**src/rtl/peripheral_mpram_axi4_dualport.sv**
```systemverilog
// AXI4 slave front-end for an external RAM with one write port and one read port.
// The read and write engines run independently, with one memory access per beat.
module peripheral_mpram_axi4_dualport #(
  parameter int  AXI_ID_WIDTH   = 10,
  parameter int  AXI_ADDR_WIDTH = 64,
  parameter int  AXI_DATA_WIDTH = 64,
  parameter int  MEM_WORDS      = 1024,
  localparam int B              = AXI_DATA_WIDTH / 8,
  localparam int LB             = $clog2(B),
  localparam int MW             = $clog2(MEM_WORDS)
) (
  input  logic                      clk_i,
  input  logic                      rst_i,
  // write address
  input  logic [AXI_ID_WIDTH-1:0]   axi_aw_id,
  input  logic [AXI_ADDR_WIDTH-1:0] axi_aw_addr,
  input  logic [7:0]                axi_aw_len,
  input  logic [2:0]                axi_aw_size,
  input  logic [1:0]                axi_aw_burst,
  input  logic                      axi_aw_valid,
  output logic                      axi_aw_ready,
  // write data
  input  logic [AXI_DATA_WIDTH-1:0] axi_w_data,
  input  logic [B-1:0]              axi_w_strb,
  input  logic                      axi_w_last,
  input  logic                      axi_w_valid,
  output logic                      axi_w_ready,
  // write response
  output logic [AXI_ID_WIDTH-1:0]   axi_b_id,
  output logic [1:0]                axi_b_resp,
  output logic                      axi_b_valid,
  input  logic                      axi_b_ready,
  // read address
  input  logic [AXI_ID_WIDTH-1:0]   axi_ar_id,
  input  logic [AXI_ADDR_WIDTH-1:0] axi_ar_addr,
  input  logic [7:0]                axi_ar_len,
  input  logic [2:0]                axi_ar_size,
  input  logic [1:0]                axi_ar_burst,
  input  logic                      axi_ar_valid,
  output logic                      axi_ar_ready,
  // read data
  output logic [AXI_ID_WIDTH-1:0]   axi_r_id,
  output logic [AXI_DATA_WIDTH-1:0] axi_r_data,
  output logic [1:0]                axi_r_resp,
  output logic                      axi_r_last,
  output logic                      axi_r_valid,
  input  logic                      axi_r_ready,
  // memory ports
  output logic                      mem_we_o,
  output logic [MW-1:0]             mem_waddr_o,
  output logic [B-1:0]              mem_wbe_o,
  output logic [AXI_DATA_WIDTH-1:0] mem_wdata_o,
  output logic                      mem_re_o,
  output logic [MW-1:0]             mem_raddr_o,
  input  logic [AXI_DATA_WIDTH-1:0] mem_rdata_i
);

  typedef logic [AXI_ADDR_WIDTH-1:0] addr_t;
  typedef enum logic [1:0] {R_IDLE, R_MEM, R_RESP} r_state_e;
  typedef enum logic [1:0] {W_IDLE, W_DATA, W_RESP} w_state_e;

  localparam logic [1:0] RESP_OKAY   = 2'b00;
  localparam logic [1:0] RESP_SLVERR = 2'b10;

  function automatic logic burst_bad(input logic [7:0] len, input logic [2:0] size,
                                     input logic [1:0] burst);
    logic wrap_len_ok;
    wrap_len_ok = (len == 8'd1) || (len == 8'd3) || (len == 8'd7) || (len == 8'd15);
    return (int'(size) > LB) || (burst == 2'b11) || ((burst == 2'b10) && !wrap_len_ok);
  endfunction

  function automatic logic beat_oor(input addr_t a);
    return (a >> LB) >= addr_t'(MEM_WORDS);
  endfunction

  // WRAP keeps the upper address bits and lets only the low bits inside the window roll over.
  function automatic addr_t next_addr(input addr_t a, input logic [7:0] len,
                                      input logic [2:0] size, input logic [1:0] burst);
    addr_t step, mask, inc;
    step = addr_t'(1) << size;
    mask = ((addr_t'(len) + addr_t'(1)) << size) - addr_t'(1);
    inc  = a + step;
    case (burst)
      2'b00:   return a;
      2'b10:   return (a & ~mask) | (inc & mask);
      default: return inc;
    endcase
  endfunction

  r_state_e r_state_q, r_state_d;
  w_state_e w_state_q, w_state_d;
  logic     ready_en_q;

  logic [AXI_ID_WIDTH-1:0]   ar_id_q, aw_id_q;
  addr_t                     ar_addr_q, aw_addr_q;
  logic [7:0]                ar_len_q, aw_len_q, r_cnt_q, w_cnt_q;
  logic [2:0]                ar_size_q, aw_size_q;
  logic [1:0]                ar_burst_q, aw_burst_q;
  logic                      ar_bad_q, aw_bad_q;
  logic                      r_err_q, r_valid_q, r_last_q;
  logic [AXI_DATA_WIDTH-1:0] r_data_q;
  logic [1:0]                r_resp_q, b_resp_q;
  logic                      w_over_q, w_err_q;
  logic                      r_beat_err, w_beat_err, w_fire, w_err_d;

  assign r_beat_err = ar_bad_q | beat_oor(ar_addr_q);
  assign w_beat_err = aw_bad_q | w_over_q | beat_oor(aw_addr_q);
  assign w_fire     = (w_state_q == W_DATA) && axi_w_valid;
  assign w_err_d    = w_err_q | w_beat_err | (axi_w_last & (w_over_q | (w_cnt_q != aw_len_q)));

  // Ready is held off until the first clock edge after reset is released.
  always_ff @(posedge clk_i or posedge rst_i) begin
    // NOTE: sequential state is updated only with non-blocking assignments.
    if (rst_i) begin
      r_state_q  <= R_IDLE;
      w_state_q  <= W_IDLE;
      ready_en_q <= 1'b0;
    end else begin
      r_state_q  <= r_state_d;
      w_state_q  <= w_state_d;
      ready_en_q <= 1'b1;
    end
  end

  always_comb begin
    // NOTE: every output of this block gets a default first, so no latches are inferred.
    r_state_d    = r_state_q;
    axi_ar_ready = 1'b0;
    mem_re_o     = 1'b0;
    case (r_state_q)
      R_IDLE: begin
        axi_ar_ready = ready_en_q;
        if (axi_ar_valid && ready_en_q) r_state_d = R_MEM;
      end
      R_MEM: begin
        mem_re_o  = !r_beat_err;
        r_state_d = R_RESP;
      end
      R_RESP: if (r_valid_q && axi_r_ready) r_state_d = r_last_q ? R_IDLE : R_MEM;
      default: r_state_d = R_IDLE;
    endcase
  end

  always_ff @(posedge clk_i or posedge rst_i) begin
    if (rst_i) begin
      ar_id_q    <= '0;
      ar_addr_q  <= '0;
      ar_len_q   <= '0;
      ar_size_q  <= '0;
      ar_burst_q <= '0;
      ar_bad_q   <= 1'b0;
      r_cnt_q    <= '0;
      r_err_q    <= 1'b0;
      r_valid_q  <= 1'b0;
      r_data_q   <= '0;
      r_resp_q   <= '0;
      r_last_q   <= 1'b0;
    end else begin
      case (r_state_q)
        R_IDLE: if (axi_ar_valid && axi_ar_ready) begin
          ar_id_q    <= axi_ar_id;
          ar_addr_q  <= axi_ar_addr;
          ar_len_q   <= axi_ar_len;
          ar_size_q  <= axi_ar_size;
          ar_burst_q <= axi_ar_burst;
          ar_bad_q   <= burst_bad(axi_ar_len, axi_ar_size, axi_ar_burst);
          r_cnt_q    <= '0;
        end
        R_MEM: r_err_q <= r_beat_err;
        R_RESP: begin
          // The first R_RESP cycle is the one in which the RAM presents its data.
          if (!r_valid_q) begin
            r_valid_q <= 1'b1;
            r_data_q  <= r_err_q ? '0 : mem_rdata_i;
            r_resp_q  <= r_err_q ? RESP_SLVERR : RESP_OKAY;
            r_last_q  <= (r_cnt_q == ar_len_q);
          end else if (axi_r_ready) begin
            r_valid_q <= 1'b0;
            r_cnt_q   <= r_cnt_q + 8'd1;
            ar_addr_q <= next_addr(ar_addr_q, ar_len_q, ar_size_q, ar_burst_q);
          end
        end
        default: ;
      endcase
    end
  end

  always_comb begin
    w_state_d    = w_state_q;
    axi_aw_ready = 1'b0;
    axi_w_ready  = 1'b0;
    axi_b_valid  = 1'b0;
    mem_we_o     = 1'b0;
    case (w_state_q)
      W_IDLE: begin
        axi_aw_ready = ready_en_q;
        if (axi_aw_valid && ready_en_q) w_state_d = W_DATA;
      end
      W_DATA: begin
        axi_w_ready = 1'b1;
        mem_we_o    = axi_w_valid && !w_beat_err;
        if (axi_w_valid && axi_w_last) w_state_d = W_RESP;
      end
      W_RESP: begin
        axi_b_valid = 1'b1;
        if (axi_b_ready) w_state_d = W_IDLE;
      end
      default: w_state_d = W_IDLE;
    endcase
  end

  always_ff @(posedge clk_i or posedge rst_i) begin
    if (rst_i) begin
      aw_id_q    <= '0;
      aw_addr_q  <= '0;
      aw_len_q   <= '0;
      aw_size_q  <= '0;
      aw_burst_q <= '0;
      aw_bad_q   <= 1'b0;
      w_cnt_q    <= '0;
      w_over_q   <= 1'b0;
      w_err_q    <= 1'b0;
      b_resp_q   <= '0;
    end else if (w_state_q == W_IDLE) begin
      if (axi_aw_valid && axi_aw_ready) begin
        aw_id_q    <= axi_aw_id;
        aw_addr_q  <= axi_aw_addr;
        aw_len_q   <= axi_aw_len;
        aw_size_q  <= axi_aw_size;
        aw_burst_q <= axi_aw_burst;
        aw_bad_q   <= burst_bad(axi_aw_len, axi_aw_size, axi_aw_burst);
        w_cnt_q    <= '0;
        w_over_q   <= 1'b0;
        w_err_q    <= 1'b0;
      end
    end else if (w_fire) begin
      // Once beat len has been accepted, any further beats are dropped and flagged.
      w_cnt_q   <= w_cnt_q + 8'd1;
      aw_addr_q <= next_addr(aw_addr_q, aw_len_q, aw_size_q, aw_burst_q);
      w_err_q   <= w_err_d;
      if (w_cnt_q == aw_len_q) w_over_q <= 1'b1;
      if (axi_w_last) b_resp_q <= w_err_d ? RESP_SLVERR : RESP_OKAY;
    end
  end

  assign axi_r_id    = ar_id_q;
  assign axi_r_data  = r_data_q;
  assign axi_r_resp  = r_resp_q;
  assign axi_r_last  = r_last_q;
  assign axi_r_valid = r_valid_q;
  assign axi_b_id    = aw_id_q;
  assign axi_b_resp  = b_resp_q;
  assign mem_raddr_o = ar_addr_q[LB+MW-1:LB];
  assign mem_waddr_o = aw_addr_q[LB+MW-1:LB];
  assign mem_wbe_o   = mem_we_o ? axi_w_strb : '0;
  assign mem_wdata_o = mem_we_o ? axi_w_data : '0;

endmodule

```
**config.mk**
```make
export PLATFORM = sky130hd
export DESIGN_NAME = peripheral_mpram_axi4_dualport
export DESIGN_NICKNAME = d
export VERILOG_FILES = /design/src/rtl/peripheral_mpram_axi4_dualport.sv
export SDC_FILE = /design/constraint.sdc
export NUM_CORES = 1
export LEC_CHECK = 0
export BUFFER_PORTS_ARGS = -buffer_cell sky130_fd_sc_hd__buf_2
export CAP_MARGIN = 40
export CORE_UTILIZATION = 49
export CTS_BUF_LIST = sky130_fd_sc_hd__clkbuf_16
export CTS_CLUSTER_DIAMETER = 80
export DETAILED_ROUTE_END_ITERATION = 12
export PLACE_DENSITY = 0.75
export SETUP_SLACK_MARGIN = 0.05
export SLEW_MARGIN = 40
export SYNTH_ARGS = -nofsm -noshare
export SYNTH_HDL_FRONTEND = slang
export SYNTH_SLANG_ARGS = --single-unit
```
**constraint.sdc**
```tcl
create_clock -name clk_i -period 10.1 [get_ports clk_i]
set_clock_uncertainty 0.05 [all_clocks]
set_input_delay 3.03 -clock clk_i [delete_from_list [all_inputs] [get_ports clk_i]]
set_output_delay 3.03 -clock clk_i [all_outputs]
set_load 0.05 [all_outputs]
```
* Word-level counts from Yosys, hierarchy flattened *
Index checks and enable logic that the tools add are counted.

cells by class
  add/sub/neg operators = 8
  $mul = 0
  divide/modulo/power cells = 0
  magnitude comparators = 4
  equal/unequal tests = 32
  shift-type cells = 4
  muxes and demuxes = 43
  bitwise gates (word level) = 17
  reduce and logical (&&, ||, !) cells = 42

operators with widths
  cell                                                    count
  two-way mux 64 bit                                      8
  case mux 64 bit (2 select lines)                        3
  bitwise AND 64 bit                                      4
  adder 64 bit                                            2
  inverter 64 bit                                         2
  bitwise OR 64 bit                                       2
  left shift 1 x 3 -> 64 bit (first input constant)       2
  left shift 9 x 3 -> 64 bit                              2
  subtractor 64 x 1 -> 64 bit (second input constant)     2
  >= comparator 61 x 11 -> 1 bit (second input constant)  2
  two-way mux 8 bit                                       7
  adder 8 x 1 -> 9 bit (second input constant)            2
  inequality test 2 bit (second input constant)           9
  adder 8 x 1 -> 8 bit (second input constant)            2
  equality test 2 bit (second input constant)             8
  equality test 8 x 1 -> 1 bit (second input constant)    2
  equality test 8 x 2 -> 1 bit (second input constant)    2
  equality test 8 x 3 -> 1 bit (second input constant)    2
  equality test 8 x 4 -> 1 bit (second input constant)    2
  equality test 8 bit                                     2
  case mux 8 bit (2 select lines)                         1
  two-way mux 1 bit                                       15
  two-way mux 2 bit                                       7
  case mux 2 bit (3 select lines)                         2
  other kinds (16)                                        58

storage, ports and cells
  register bits after elaboration = 270
  bits in latches = 0
  memory bits (writable) = 0
  memory bits (read-only) = 0
  logic and storage cells = 175
  memories = 0

* Depth between registers and ports, before layout *
  word-level depth = 10
  mapped depth = 18
  depth with buffers taken out = 14

* Least setup slack after synthesis *
Ideal clock, no wire load.

  path kind = in2out
  start = in axi_w_valid
  end = out mem_wdata_o[54]
  arrival time = 5.073 ns
  data required time = 7.020 ns
  setup slack = 1.947 ns
  stages = 4
  path through = nand2_1 > nor4_1 > clkbuf_1 > and2_1

between the ends
  word-level cells in the longest chain between the ends = 3

RTL lines
  item                RTL line  text
  start, declared     26        input logic axi_w_valid,
  logical AND 1 bit   201       mem_we_o = axi_w_valid && !w_beat_err;
  two-way mux 1 bit   194       case (w_state_q)
  net mem_we_o        49        output logic mem_we_o,
  two-way mux 64 bit  256       assign mem_wdata_o = mem_we_o ? axi_w_data : '0;
  end, declared       52        output logic [AXI_DATA_WIDTH-1:0] mem_wdata_o,

The timed path passes the listed nets, and every way through them passes these cells.

* Worst setup path after layout *
  start = in axi_w_valid
  end = out mem_wdata_o[39]

between the ends
  word-level cells in the longest chain between the ends = 3

RTL lines
  item                RTL line
  logical AND 1 bit   201
  two-way mux 1 bit   194
  two-way mux 64 bit  256

No other way between the ends.

==> metrics <==
clock network latency to the later pin of the worst-skew pair=~0.59 ns; worst setup path endpoint=mem_wdata_o[39]; DPL Wire Length=around 47000 um; Hold Violations, Final=0; number of flops mapped to enable cells by yosys=0; CTS tree=built; FP Rows=71; DRT iter0 DRCs=1848; kind of path behind the tightest hold check=reg2reg; dpl cells=3227; FF-to-FF setup slack=5.31 ns; Clk pin slew, worst setup/hold paths=0.06 ns; number of antenna violations at the first check in global routing=3; number of placed I/O pins=506; CTS root buf=sky130_fd_sc_hd__clkbuf_16; Critical R2R Launch=aw_size_q[2]; initial cell density of the core=0.497; Critical Path AT=4.64 ns; GRT Resource Usage Total=0.317; Worst Min Path Start=axi_b_id[4]; run status=finished, final reports clean; reg2reg path depth=14; worst setup path startpoint=axi_w_valid; share of flip-flops with an asynchronous set or reset=1.00; register bit count reported by yosys=268; setup repair after global routing missed its margin=false; number of buffers inserted to repair setup after CTS=0; fill cell total of the finished layout=3443; accumulated negative setup slack=0 ns; maximum level of the CTS H-tree=1; quantity of hold-fixing buffers added after cts=0; post-detailed-route count of antenna-violating nets=0; largest cells by area after synthesis=sky130_fd_sc_hd__dfrtp_1 36%, sky130_fd_sc_hd__nand2_1 7.3%, sky130_fd_sc_hd__o21ai_0 5.3%, sky130_fd_sc_hd__a21oi_1 3.6%, sky130_fd_sc_hd__and2_1 3.0%; non-filler cells, final=3286; number of clock sinks=268; routability congestion estimate=just under 1; number of endpoints failing setup at the final stage=0; distinct cell type count after synthesis=94; required time of the critical path=between 7 and 8 ns; type of origin of the critical path=primary input; number of buffers added by the clock tree synthesis step=31; final cell utilization of the core=0.598; area delta synth->final=20.2%; Avg Inst Size Synth=7.95 sq um; time the final worst path needs with I/O delays and setup=7.72 ns; sequential-to-total area share from yosys stat=0.358; wire length of the first global-routing pass=99400 um; final cycle utilization of the critical path=0.764; via count of the first global-routing pass=18400; Post-route DRC=0; actual slew at the worst max-slew pin=approximately 0.87 ns; number of maximum-capacitance constraint violations=0; highest clock frequency the design can meet=~0.13 GHz; Syn Std Cell Area=between 15000 and 20000 sq um; worst voltage drop across the vdd grid=0.211 mV; final-stage net count=3093; largest area contributor in the netlist=sky130_fd_sc_hd__dfrtp_1; final routed wirelength across all metal layers=64200 um; clock buffer depth=3; detail-routed net length per standard cell=19.5 um; vias after detailed routing=20000; Power Total=0.00712 W; Cells on Worst Hold Path=2; CTS-repair resized insts=0; most common flop cell mapped by yosys=sky130_fd_sc_hd__dfrtp_1; area of the die=39000 sq um; leakage power=10.2 nW; Worst setup EP type=output pin; Post-Synthesis Cells=2357; proportion of netlist area held by the largest area contributor=0.358; number of port buffers=between 500 and 600; fraction of final layout cells sized beyond drive strength 1=0.228; remaining max-slew budget at the tightest pin=0.422; number of detailed-routing iterations run before antenna repair=5; pin count of the biggest net entering global routing=96; area of the core=37700 sq um; power density cells=316 nW/um^2; Ys Warns=0; overflow left after global routing=0; maximum net fanout on the critical path=between 70 and 80; Die X=198 um; DR vias/cell=6.09; category of the critical setup timing path=in2out; DIE HEIGHT=about 200 um; max-slew violation count=0
-- synth_stat cells, types with 27 or more instances --
cell / count
sky130_fd_sc_hd__nor3_1: 57
sky130_fd_sc_hd__nand2b_1: 82
sky130_fd_sc_hd__nor2_1: 143
sky130_fd_sc_hd__xnor2_1: 45
sky130_fd_sc_hd__nand2_1: 365
sky130_fd_sc_hd__buf_2: 31
sky130_fd_sc_hd__a22oi_1: 27
sky130_fd_sc_hd__inv_1: 74
sky130_fd_sc_hd__clkbuf_1: 107
sky130_fd_sc_hd__o22ai_1: 27
sky130_fd_sc_hd__o21ai_0: 198
sky130_fd_sc_hd__dfrtp_1: 268
sky130_fd_sc_hd__nand4_1: 46
sky130_fd_sc_hd__and2_1: 89
sky130_fd_sc_hd__and3_1: 34
sky130_fd_sc_hd__nor4_1: 42
sky130_fd_sc_hd__nand3_1: 81
sky130_fd_sc_hd__a21oi_1: 133
-- worst max-delay path, stage by stage --
cell and delay (ns):
sky130_fd_sc_hd__buf_2 0.10, sky130_fd_sc_hd__nand2_1 0.22, sky130_fd_sc_hd__nor4_2 0.34, sky130_fd_sc_hd__buf_4 0.46, sky130_fd_sc_hd__and2_1 0.21, sky130_fd_sc_hd__buf_2 0.26
-- cells by family after synthesis --
family	Yosys count	share of synthesized area
simple gates	1036	0.276
fa+ha+maj	26	0.0182
mux	16	0.00935
compound gates	691	0.248
flops	268	0.358
xor+xnor	65	0.0304
buf+inv	253	0.0597
other cells	2	0.000401
-- where the power goes --
group          total [W]  leakage (nW)  switching (W)  internal (W)
registers        0.00214          3.35       0.000628       0.00151
clock network    0.00115         0.525       0.000485      0.000660
logic            0.00384          6.37        0.00256       0.00128
-- worst min path at each step --
stage	to	slack, ns
2_1_floorplan	ar_bad_q	0.40
3_3_place_gp	axi_b_id[9]	0.40
3_5_place_dp	axi_r_id[2]	0.41
4_1_cts	axi_r_id[3]	0.42
5_1_grt	axi_r_id[3]	0.44
6_report	axi_b_id[4]	0.42
-- per-stage QoR --
stage          area, sq um  hold WS, ns  setup WS, ns
2_1_floorplan        18700        0.401          1.95
3_3_place_gp         21300        0.402          2.51
3_5_place_dp         21500        0.406          2.42
4_1_cts              22500        0.423          2.41
5_1_grt              22500        0.438          2.27
6_report             22500        0.419          2.38
-- cells in the final DEF, fill, tap and decap left out, types with 45 or more instances in the layout --
cell type	n
sky130_fd_sc_hd__nor3_1	57
sky130_fd_sc_hd__xnor2_1	45
sky130_fd_sc_hd__nand4_1	46
sky130_fd_sc_hd__nand2_1	365
sky130_fd_sc_hd__a21oi_1	132
sky130_fd_sc_hd__buf_2	503
sky130_fd_sc_hd__nor2_1	142
sky130_fd_sc_hd__nand2b_1	80
sky130_fd_sc_hd__inv_1	80
sky130_fd_sc_hd__o21ai_0	198
sky130_fd_sc_hd__dfrtp_1	265
sky130_fd_sc_hd__and2_1	89
sky130_fd_sc_hd__nand3_1	81
-- metal layers --
metal / wire length [um] / global-route usage / vias to the layer above
met1: 26900 / 0.442 / 9598
met4: 1950 / 0.0999 / 2
met2: 29800 / 0.504 / 970
met3: 5510 / 0.0490 / 142
li1: - / - / 9301
met5: 13 / 0 / -
-- cell type report --
cell class | instances | area [sq um] | share of cell area
multi-input cells | 1837 | 11000 | 0.489
flip-flops and latches | 268 | 6710 | 0.298
repair buffers | 535 | 2840 | 0.126
clock buffers | 31 | 776 | 0.0345
well taps | 511 | 639 | 0.0284
inverters | 76 | 289 | 0.0128
clock inverters | 26 | 240 | 0.0107
diodes | 2 | 5.00 | 0.000222
No activity file was read; power rests on OpenSTA's default activity.
